[config.mk]
export PLATFORM = sky130hd
export DESIGN_NAME = as_rx_gen2
export DESIGN_NICKNAME = d
export VERILOG_FILES = /design/src/rtl/as_rx_gen2.sv
export SDC_FILE = /design/constraint.sdc
export NUM_CORES = 1
export LEC_CHECK = 0
export BUFFER_PORTS_ARGS = -buffer_cell sky130_fd_sc_hd__buf_2
export CAP_MARGIN = 20
export CORE_MARGIN = 3
export CORE_UTILIZATION = 50
export DETAILED_ROUTE_END_ITERATION = 7
export GPL_TIMING_DRIVEN = 1
export PLACE_DENSITY = 0.69
export SYNTH_ARGS = -nofsm -noshare
export SYNTH_HDL_FRONTEND = slang
export SYNTH_SLANG_ARGS = --single-unit
export TNS_END_PERCENT = 1
[constraint.sdc]
create_clock -name clk_i -period 3.2 [get_ports clk_i]
set_clock_uncertainty 0.15 [all_clocks]
set_input_delay 0.16 -clock clk_i [delete_from_list [all_inputs] [get_ports clk_i]]
set_output_delay 0.16 -clock clk_i [all_outputs]
set_load 0.1 [all_outputs]
[src/rtl/as_rx_gen2.sv]
`default_nettype none
// ============================================================================
// Module   : as_rx_gen2
// Brief    : UART receiver with 16x oversampling, 2-of-3 majority sampling,
//            runtime parity/stop selection, false-start rejection, framing /
//            parity / break / overrun detection and a valid/ready holding
//            register on the bus side.
// Revision : 1.0 - initial release
// ============================================================================
module as_rx_gen2 #(
   parameter int DATA_BITS = 8,
   parameter int DIV_W     = 16,
   parameter int OVS       = 16
) (
   input  logic                 clk_i,
   input  logic                 rst_ni,
   input  logic                 rx_i,
   input  logic [DIV_W-1:0]     div_i,
   input  logic [1:0]           par_mode_i,
   input  logic                 stop2_i,
   output logic [DATA_BITS-1:0] data_o,
   output logic                 valid_o,
   input  logic                 ready_i,
   output logic                 frame_err_o,
   output logic                 par_err_o,
   output logic                 break_o,
   output logic                 overrun_o,
   output logic                 busy_o
);

   localparam int c_tick_w = $clog2(OVS);
   localparam int c_idx_w  = $clog2(DATA_BITS);

   // Majority samples sit around mid-bit of the 16-tick bit period
   localparam logic [c_tick_w-1:0] c_tick_s7   = c_tick_w'(7);
   localparam logic [c_tick_w-1:0] c_tick_s8   = c_tick_w'(8);
   localparam logic [c_tick_w-1:0] c_tick_s9   = c_tick_w'(9);
   localparam logic [c_tick_w-1:0] c_tick_last = c_tick_w'(OVS - 1);
   localparam logic [c_idx_w-1:0]  c_last_idx  = c_idx_w'(DATA_BITS - 1);

   typedef enum logic [2:0] {
      S_IDLE   = 3'd0,
      S_START  = 3'd1,
      S_DATA   = 3'd2,
      S_PARITY = 3'd3,
      S_STOP1  = 3'd4,
      S_STOP2  = 3'd5
   } state_t;

   state_t                r_state;
   logic [1:0]            r_sync;
   logic                  r_rx_prev;
   logic [DIV_W-1:0]      r_div;
   logic                  r_par_en;
   logic                  r_par_odd;
   logic                  r_stop2;
   logic [DIV_W-1:0]      r_div_cnt;
   logic [c_tick_w-1:0]   r_tick_cnt;
   logic                  r_s7;
   logic                  r_s8;
   logic [c_idx_w-1:0]    r_bit_idx;
   logic [DATA_BITS-1:0]  r_shift;
   logic                  r_all_zero;
   logic                  r_frame_err;
   logic                  r_par_err;
   logic                  r_brk;
   logic                  r_complete;
   logic [DATA_BITS-1:0]  r_data;
   logic                  r_valid;
   logic                  r_out_fe;
   logic                  r_out_pe;
   logic                  r_out_brk;
   logic                  r_out_ovr;

   logic w_rx_s;
   logic w_fall;
   logic w_tick;
   logic w_resolve;
   logic w_bit_end;
   logic w_maj;
   logic w_par_exp;

   assign w_rx_s    = r_sync[1];
   assign w_fall    = r_rx_prev & ~w_rx_s;
   assign w_tick    = (r_state != S_IDLE) && (r_div_cnt == r_div);
   assign w_resolve = w_tick && (r_tick_cnt == c_tick_s9);
   assign w_bit_end = w_tick && (r_tick_cnt == c_tick_last);
   // Third vote is the live synchronised line at tick 9
   assign w_maj     = (r_s7 & r_s8) | (r_s7 & w_rx_s) | (r_s8 & w_rx_s);
   assign w_par_exp = r_par_odd ? ~(^r_shift) : (^r_shift);

   // Two-flop synchroniser plus previous-value register for edge detection
   always_ff @(posedge clk_i or negedge rst_ni) begin
      if (!rst_ni) begin
         r_sync    <= 2'b11;
         r_rx_prev <= 1'b1;
      end else begin
         r_sync    <= {r_sync[0], rx_i};
         r_rx_prev <= w_rx_s;
      end
   end

   // Oversample tick divider; held at zero in IDLE so START begins aligned
   always_ff @(posedge clk_i or negedge rst_ni) begin
      if (!rst_ni) begin
         r_div_cnt <= '0;
      end else if (r_state == S_IDLE || w_tick) begin
         r_div_cnt <= '0;
      end else begin
         r_div_cnt <= r_div_cnt + 1'b1;
      end
   end

   // Tick position within the current bit, 0..OVS-1
   always_ff @(posedge clk_i or negedge rst_ni) begin
      if (!rst_ni) begin
         r_tick_cnt <= '0;
      end else if (r_state == S_IDLE) begin
         r_tick_cnt <= '0;
      end else if (w_tick) begin
         r_tick_cnt <= (r_tick_cnt == c_tick_last) ? '0 : r_tick_cnt + 1'b1;
      end
   end

   // Capture the first two majority votes at ticks 7 and 8
   always_ff @(posedge clk_i or negedge rst_ni) begin
      if (!rst_ni) begin
         r_s7 <= 1'b0;
         r_s8 <= 1'b0;
      end else if (w_tick) begin
         if (r_tick_cnt == c_tick_s7) r_s7 <= w_rx_s;
         if (r_tick_cnt == c_tick_s8) r_s8 <= w_rx_s;
      end
   end

   // Frame sequencing: start qualification, bit assembly, parity and stop checks
   always_ff @(posedge clk_i or negedge rst_ni) begin
      if (!rst_ni) begin
         r_state     <= S_IDLE;
         r_div       <= '0;
         r_par_en    <= 1'b0;
         r_par_odd   <= 1'b0;
         r_stop2     <= 1'b0;
         r_bit_idx   <= '0;
         r_shift     <= '0;
         r_all_zero  <= 1'b0;
         r_frame_err <= 1'b0;
         r_par_err   <= 1'b0;
         r_brk       <= 1'b0;
         r_complete  <= 1'b0;
      end else begin
         r_complete <= 1'b0;
         case (r_state)
            S_IDLE: begin
               if (w_fall) begin
                  r_state     <= S_START;
                  r_div       <= div_i;
                  r_par_en    <= par_mode_i[0] ^ par_mode_i[1];
                  r_par_odd   <= (par_mode_i == 2'b10);
                  r_stop2     <= stop2_i;
                  r_bit_idx   <= '0;
                  r_shift     <= '0;
                  r_all_zero  <= 1'b1;
                  r_frame_err <= 1'b0;
                  r_par_err   <= 1'b0;
                  r_brk       <= 1'b0;
               end
            end
            S_START: begin
               if (w_resolve && w_maj) begin
                  r_state <= S_IDLE;
               end else if (w_bit_end) begin
                  r_state   <= S_DATA;
                  r_bit_idx <= '0;
               end
            end
            S_DATA: begin
               // LSB arrives first, so shifting in from the top leaves it at bit 0
               if (w_resolve) begin
                  r_shift    <= {w_maj, r_shift[DATA_BITS-1:1]};
                  r_all_zero <= r_all_zero & ~w_maj;
               end
               if (w_bit_end) begin
                  if (r_bit_idx == c_last_idx) begin
                     r_state <= r_par_en ? S_PARITY : S_STOP1;
                  end else begin
                     r_bit_idx <= r_bit_idx + 1'b1;
                  end
               end
            end
            S_PARITY: begin
               if (w_resolve) begin
                  r_par_err  <= (w_maj != w_par_exp);
                  r_all_zero <= r_all_zero & ~w_maj;
               end
               if (w_bit_end) r_state <= S_STOP1;
            end
            S_STOP1: begin
               if (w_resolve) begin
                  r_frame_err <= ~w_maj;
                  r_brk       <= r_all_zero & ~w_maj;
                  // Single stop bit: finish at mid-bit to tolerate receiver/transmitter skew
                  if (!r_stop2) begin
                     r_complete <= 1'b1;
                     r_state    <= S_IDLE;
                  end
               end else if (w_bit_end) begin
                  r_state <= S_STOP2;
               end
            end
            S_STOP2: begin
               if (w_resolve) begin
                  r_frame_err <= r_frame_err | ~w_maj;
                  r_complete  <= 1'b1;
                  r_state     <= S_IDLE;
               end
            end
            default: r_state <= S_IDLE;
         endcase
      end
   end

   // Holding register: load on completion if empty or drained this cycle, else flag overrun
   always_ff @(posedge clk_i or negedge rst_ni) begin
      if (!rst_ni) begin
         r_data    <= '0;
         r_valid   <= 1'b0;
         r_out_fe  <= 1'b0;
         r_out_pe  <= 1'b0;
         r_out_brk <= 1'b0;
         r_out_ovr <= 1'b0;
      end else begin
         r_out_brk <= 1'b0;
         r_out_ovr <= 1'b0;
         if (r_complete) begin
            r_out_brk <= r_brk;
            if (!r_valid || ready_i) begin
               r_data   <= r_shift;
               r_out_fe <= r_frame_err;
               r_out_pe <= r_par_err;
               r_valid  <= 1'b1;
            end else begin
               r_out_ovr <= 1'b1;
            end
         end else if (r_valid && ready_i) begin
            r_valid <= 1'b0;
         end
      end
   end

   assign data_o      = r_data;
   assign valid_o     = r_valid;
   assign frame_err_o = r_out_fe;
   assign par_err_o   = r_out_pe;
   assign break_o     = r_out_brk;
   assign overrun_o   = r_out_ovr;
   assign busy_o      = (r_state != S_IDLE);

endmodule
`default_nettype wire

# After elaboration in Yosys (flattened, before gate mapping)

Index checks and enable logic that the tools add are counted.

Reduce and logical (&&, ||, !) cells: 32
Bitwise operators: 12
Muxes and demuxes: 46
Add/sub/neg operators: 3
Eq/ne operators: 29

Operator list:

| kind                  | count |
|---|---|
| $mux 3                | 16 |
| $ne 2x2->1 const B    | 11 |
| $pmux 3 s6            | 1 |
| $add 16x1->16 const B | 1 |
| $eq 16x16->1          | 1 |
| $mux 1                | 16 |
| $mux 16               | 1 |
| $mux 8                | 2 |
| $pmux 8 s2            | 1 |
| $eq 4x4->1 const B    | 3 |
| $mux 4                | 3 |
| $reduce_and 3->1      | 4 |
| $reduce_bool 2->1     | 6 |
| $reduce_and 2->1      | 5 |
| $eq 3x3->1 const B    | 3 |
| $ne 3x3->1 const B    | 3 |
| $pmux 3 s3            | 1 |
| $reduce_bool 3->1     | 3 |
| $pmux 1 s2            | 4 |
| $reduce_and 8->1      | 1 |
| $reduce_xor 8->1      | 1 |
| $eq 3x2->1 const B    | 2 |
| $reduce_and 6->1      | 1 |
| $and 1x1->1           | 5 |
| other kinds (17)      | 27 |

Register bits: 76
Word-level logic and storage cells: 146

# Longest topological paths before layout

Depth in word-level cells: 7
Depth in mapped cells: 8

# Worst setup path after synthesis

Ideal clock, no wire load.

Kind: register to register
Start point: register r_state[0]
End point: register r_shift[1]
Path slack: 0.740 ns
Buffers on the path: 1
Clock period less this slack: 2.460 ns
Required time: 2.925 ns
Cell stages (with the launch flop): 7
Data arrival time: 2.185 ns
Cells stage by stage: dfrtp_1 -> nor3_1 -> buf_2 -> inv_1 -> nand3_1 -> nor2_4 -> mux2_2

Cells in the longest elaborated chain, start to end: 5
Elaborated cells on any way between the ends: 10
Classes of those cells: eq/ne (3); mux (1); reduce/logical (6)

RTL lines:

| what                       | line | source |
|---|---|---|
| start: declaration         | 50   | `state_t r_state;` |
| start signal: assignment   | 185  | `r_state <= r_par_en ? S_PARITY : S_STOP1;` |
| $reduce_bool 3->1          | -    |  |
| named net busy_o           | 28   | `output logic busy_o` |
| $logic_and 1x1->1          | 85   | `assign w_tick = (r_state != S_IDLE) && (r_div_cnt == r_div);` |
| $logic_and 1x1->1          | 86   | `assign w_resolve = w_tick && (r_tick_cnt == c_tick_s9);` |
| $ne 2x2->1 (no line)       | -    |  |
| $reduce_and 3->1 (no line) | -    |  |
| end signal: assignment     | 180  | `r_shift <= {w_maj, r_shift[DATA_BITS-1:1]};` |
| end: declaration           | 62   | `logic [DATA_BITS-1:0] r_shift;` |

The timed path passes the listed nets, and every way through them passes these cells.
A chain may end at the register's enable or synchronous reset.

# Worst setup path after layout

Start point: register r_div_cnt[9]
End point: register r_state[0]

Cells in the longest elaborated chain, start to end: 6
Elaborated cells on any way between the ends: 15
Classes of those cells: eq/ne (7); mux (3); reduce/logical (5)

RTL lines:

| what                                                            | line | source |
|---|---|---|
| start: declaration                                              | 57   | `logic [DIV_W-1:0] r_div_cnt;` |
| start signal: assignment                                        | 110  | `r_div_cnt <= r_div_cnt + 1'b1;` |
| $eq 16x16->1 (*)                                                | 85   |  |
| $logic_and 1x1->1 (*)                                           | 85   |  |
| $logic_and 1x1->1                                               | 86   |  |
| $logic_and 1x1->1                                               | 170  | `if (w_resolve && w_maj) begin` |
| $ne 3x3->1 (no line) / $mux 3 (equally long branches)           | -    |  |
| $reduce_and 8->1 (no line) / $pmux 3 s6 (equally long branches) | -    |  |

Mark *: on every way between the ends. The rest lies on a longest branch, timed or not.

==> results.yml <==
outcome:
  status: "completed"
synth:
  synth_xor_area_frac: 0.0909
  syn_avg_cell_area_sq_um: 11.1
  post-synth-top-count-cell: "dfrtp_1"
  synth-adder-area-share: 0.0239
  seq_area_frac_synth: 0.521
  synth_cells: 331
  synth_common_cells: "dfrtp_1 (73), mux2_2 (32), nand2_1 (30)"
  mappedNetlistArea_sq_mm: 0.00366
  synth.net_count: 361
  netlist.area_leader.share: 0.499
  synth_edf_count: 0
  synthFlopType: "dfrtp_1"
  yosys-top-cells-area: "dfrtp_1 (50%), mux2_2 (9.8%), xnor2_1 (6.9%), nand2_1 (3.1%), nor2_1 (2.9%)"
  ys_types: 41
  synth_top_family_by_area: "simple AND/OR/NAND/NOR gates"
  yosysTopAreaCell: "dfrtp_1"
  ys_warn_count: 0
  synth.area.mux_share: 0.133
  ys_ff_latch: 76
  synth_compound_area_frac: 0.0629
  synth_simple_gate_area_frac: 0.138
  synth_async_sr_flop_share: 1.00
place:
  dpl-instance-area_sq_mm: 0.00393
  dp_hpwl_um: 4880
  portBuffers: 36
  gp_congestion: 0.877
clock_tree:
  clock_sinks: 76
  postCtsSetupBuffers: 0
  clock_latency_ns: 0.33
  clk_pin_slew_ns: 0.07
  cts-root-buf: "clkbuf_8"
  cts_tree: "built"
  numCtsBuffers: 9
  clockBufferDepth: 2
  htree_num_levels: 3
sta:
  finalCritPeriodShare: 0.762
  min_period_ns: 2.44
  maxSlewViolCount: 0
  whs_ns: 0.0591
  hold_violations: 0
  rsz0062_at_grt: "no"
  slew_headroom: 0.378
  setup_viol: 0
  fmax_ghz: 0.410
  final.setup.tns_ns: 0
  tightest_slew_ns: 0.933
cells_and_area:
  final_nets: 420
  antenna_cells: 0
  design_area_sq_mm: 0.00430
  final_core_util: 0.619
  syn_to_final_growth_pct: 17.4
  drive_gt1_frac: 0.244
floorplanning:
  start_util: 0.527
  dieArea_sq_mm: 0.00839
  rows: 30
  die_x_um: 91.6
  dieHeight_um: 91.6
  core_sq_mm: 0.00694
  io_pins: 37
drt:
  first_pass_iters: 4
  wl_um: 7130
  drtIter0Drc: 221
  via_per_inst: 5.32
  ant_nets: 0
  wl_per_cell_um: 14.6
  drc: 0
  vias: 2600
hold_path:
  whs_path_depth: 4
  hold_class: "in2reg"
power_and_ir_drop:
  intPower_w: 0.00185
  comb_power_share: 0.303
  p_clk_frac: 0.215
  p_leak_nw: 2.02
  seqPwrFrac: 0.481
  switchingPower_w: 0.000954
  cellPowerDensity_mw_per_mm2: 651
  vdd_drop_max_v: 0.000344
  swShare: 0.341
job:
  drv_cap: 0
global_route:
  grt_first_pass_wirelength_um: 12600
  grt_pass1_vias: 2611
  antenna_found_initial: 0
  grt_max_degree: 77
  grtUsageTotal: 0.188
  grt.overflow.total: 0
setup_path:
  end_kind: "register"
  worstPathArrival_ns: 2.51
  reg2reg_depth: 7
  path_max_fanout: 14
  cp.required_ns: 3.27
  critPathLaunchType: "register"
  critPathKind: "reg2reg"
-- timing repair --
action                                 4_1_cts  5_1_grt
hold buffers                                21        0
gates resized for setup                      0        0
endpoints found under the hold margin       94        0
-- flip-flops by register name, indices dropped and copies added, names as in the netlist, 2 cells and up --
signal / flops
r_sync: 2
r_shift: 8
r_div_cnt: 16
r_state: 3
r_div: 16
data_o: 8
r_bit_idx: 3
r_tick_cnt: 4
-- worst max-delay path, cell delays in order (launching register included) --
cell and delay, ns:
dfrtp_1 0.45, xnor2_1 0.19, nand4_1 0.15, nor4_4 0.34, buf_4 0.25, o22ai_1 0.12
nor3_2 0.30, mux2_2 0.37
-- area by class of cell --
class                   instances  area (sq um)
repair buffers                 61           423
clock buffers                  11           141
fillers                       555          2650
well taps                      96           120
flip-flops and latches         76          1910
inverters                      14          52.6
clock inverters                 3          15.0
multi-input cells             228          1640
-- kinds of logic (layout without fill, tap and decap cells) --
group / count (synthesis) / in the layout
compound gates: 38 / 38
fa+ha+maj: 7 / 7
mux: 43 / 43
simple gates: 102 / 102
buf+inv: 27 / 89
flops: 76 / 76
xor+xnor: 38 / 38
-- stage by stage --
step	setup WS (ns)	cells	power (W)
after global placement	0.793	454	0.00217
after global routing	0.590	489	0.00299
final	0.761	489	0.00280
after detailed placement	0.764	454	0.00219
after CTS	0.743	489	0.00283
after floorplan	0.740	331	0.00199
-- placed cells by master (no fill, tap or decap), types with 5 or more instances in the layout --
cell / count
nor2_1: 28
buf_4: 5
mux2_2: 32
nand2_1: 30
nand4_1: 8
dfrtp_1: 73
xor2_1: 9
xnor2_1: 29
ha_1: 7
dlygate4sd3_1: 21
clkbuf_8: 10
a21oi_1: 14
inv_1: 14
nor3_1: 5
and3_1: 7
nand3_1: 9
mux2i_1: 8
buf_2: 35
o21ai_0: 11
-- power by group through the flow --
stage | Sequential (W) | Clock (W) | Combinational (W)
floorplan | 0.00127 | 0 | 0.000719
global placement | 0.00136 | 0 | 0.000817
detailed placement | 0.00136 | 0 | 0.000834
CTS | 0.00134 | 0.000627 | 0.000858
global route | 0.00137 | 0.000682 | 0.000942
finish | 0.00135 | 0.000602 | 0.000850
-- path summary, 6_finish.rpt --
path / startpoint / to / slack (ns)
max: r_div_cnt[9] / r_state[0] / 0.76
min: par_mode_i[0] / r_par_en / 0.06
max reg2reg: r_div_cnt[9] / r_state[0] / 0.76
min reg2reg: r_sync[0] / r_sync[1] / 0.22
max in group asynchronous: rst_ni / r_div_cnt[12] / 1.93
min in group asynchronous: rst_ni / r_div[12] / 0.36
-- layer usage --
layer	GRT usage	vias to the layer above	routed length [um]
li1	-	1246	-
met1	0.260	1276	3340
met2	0.293	68	3450
met3	0.0365	10	240
met4	0.0666	0	106
met5	0	-	0
No activity file was read; power rests on OpenSTA's default activity.
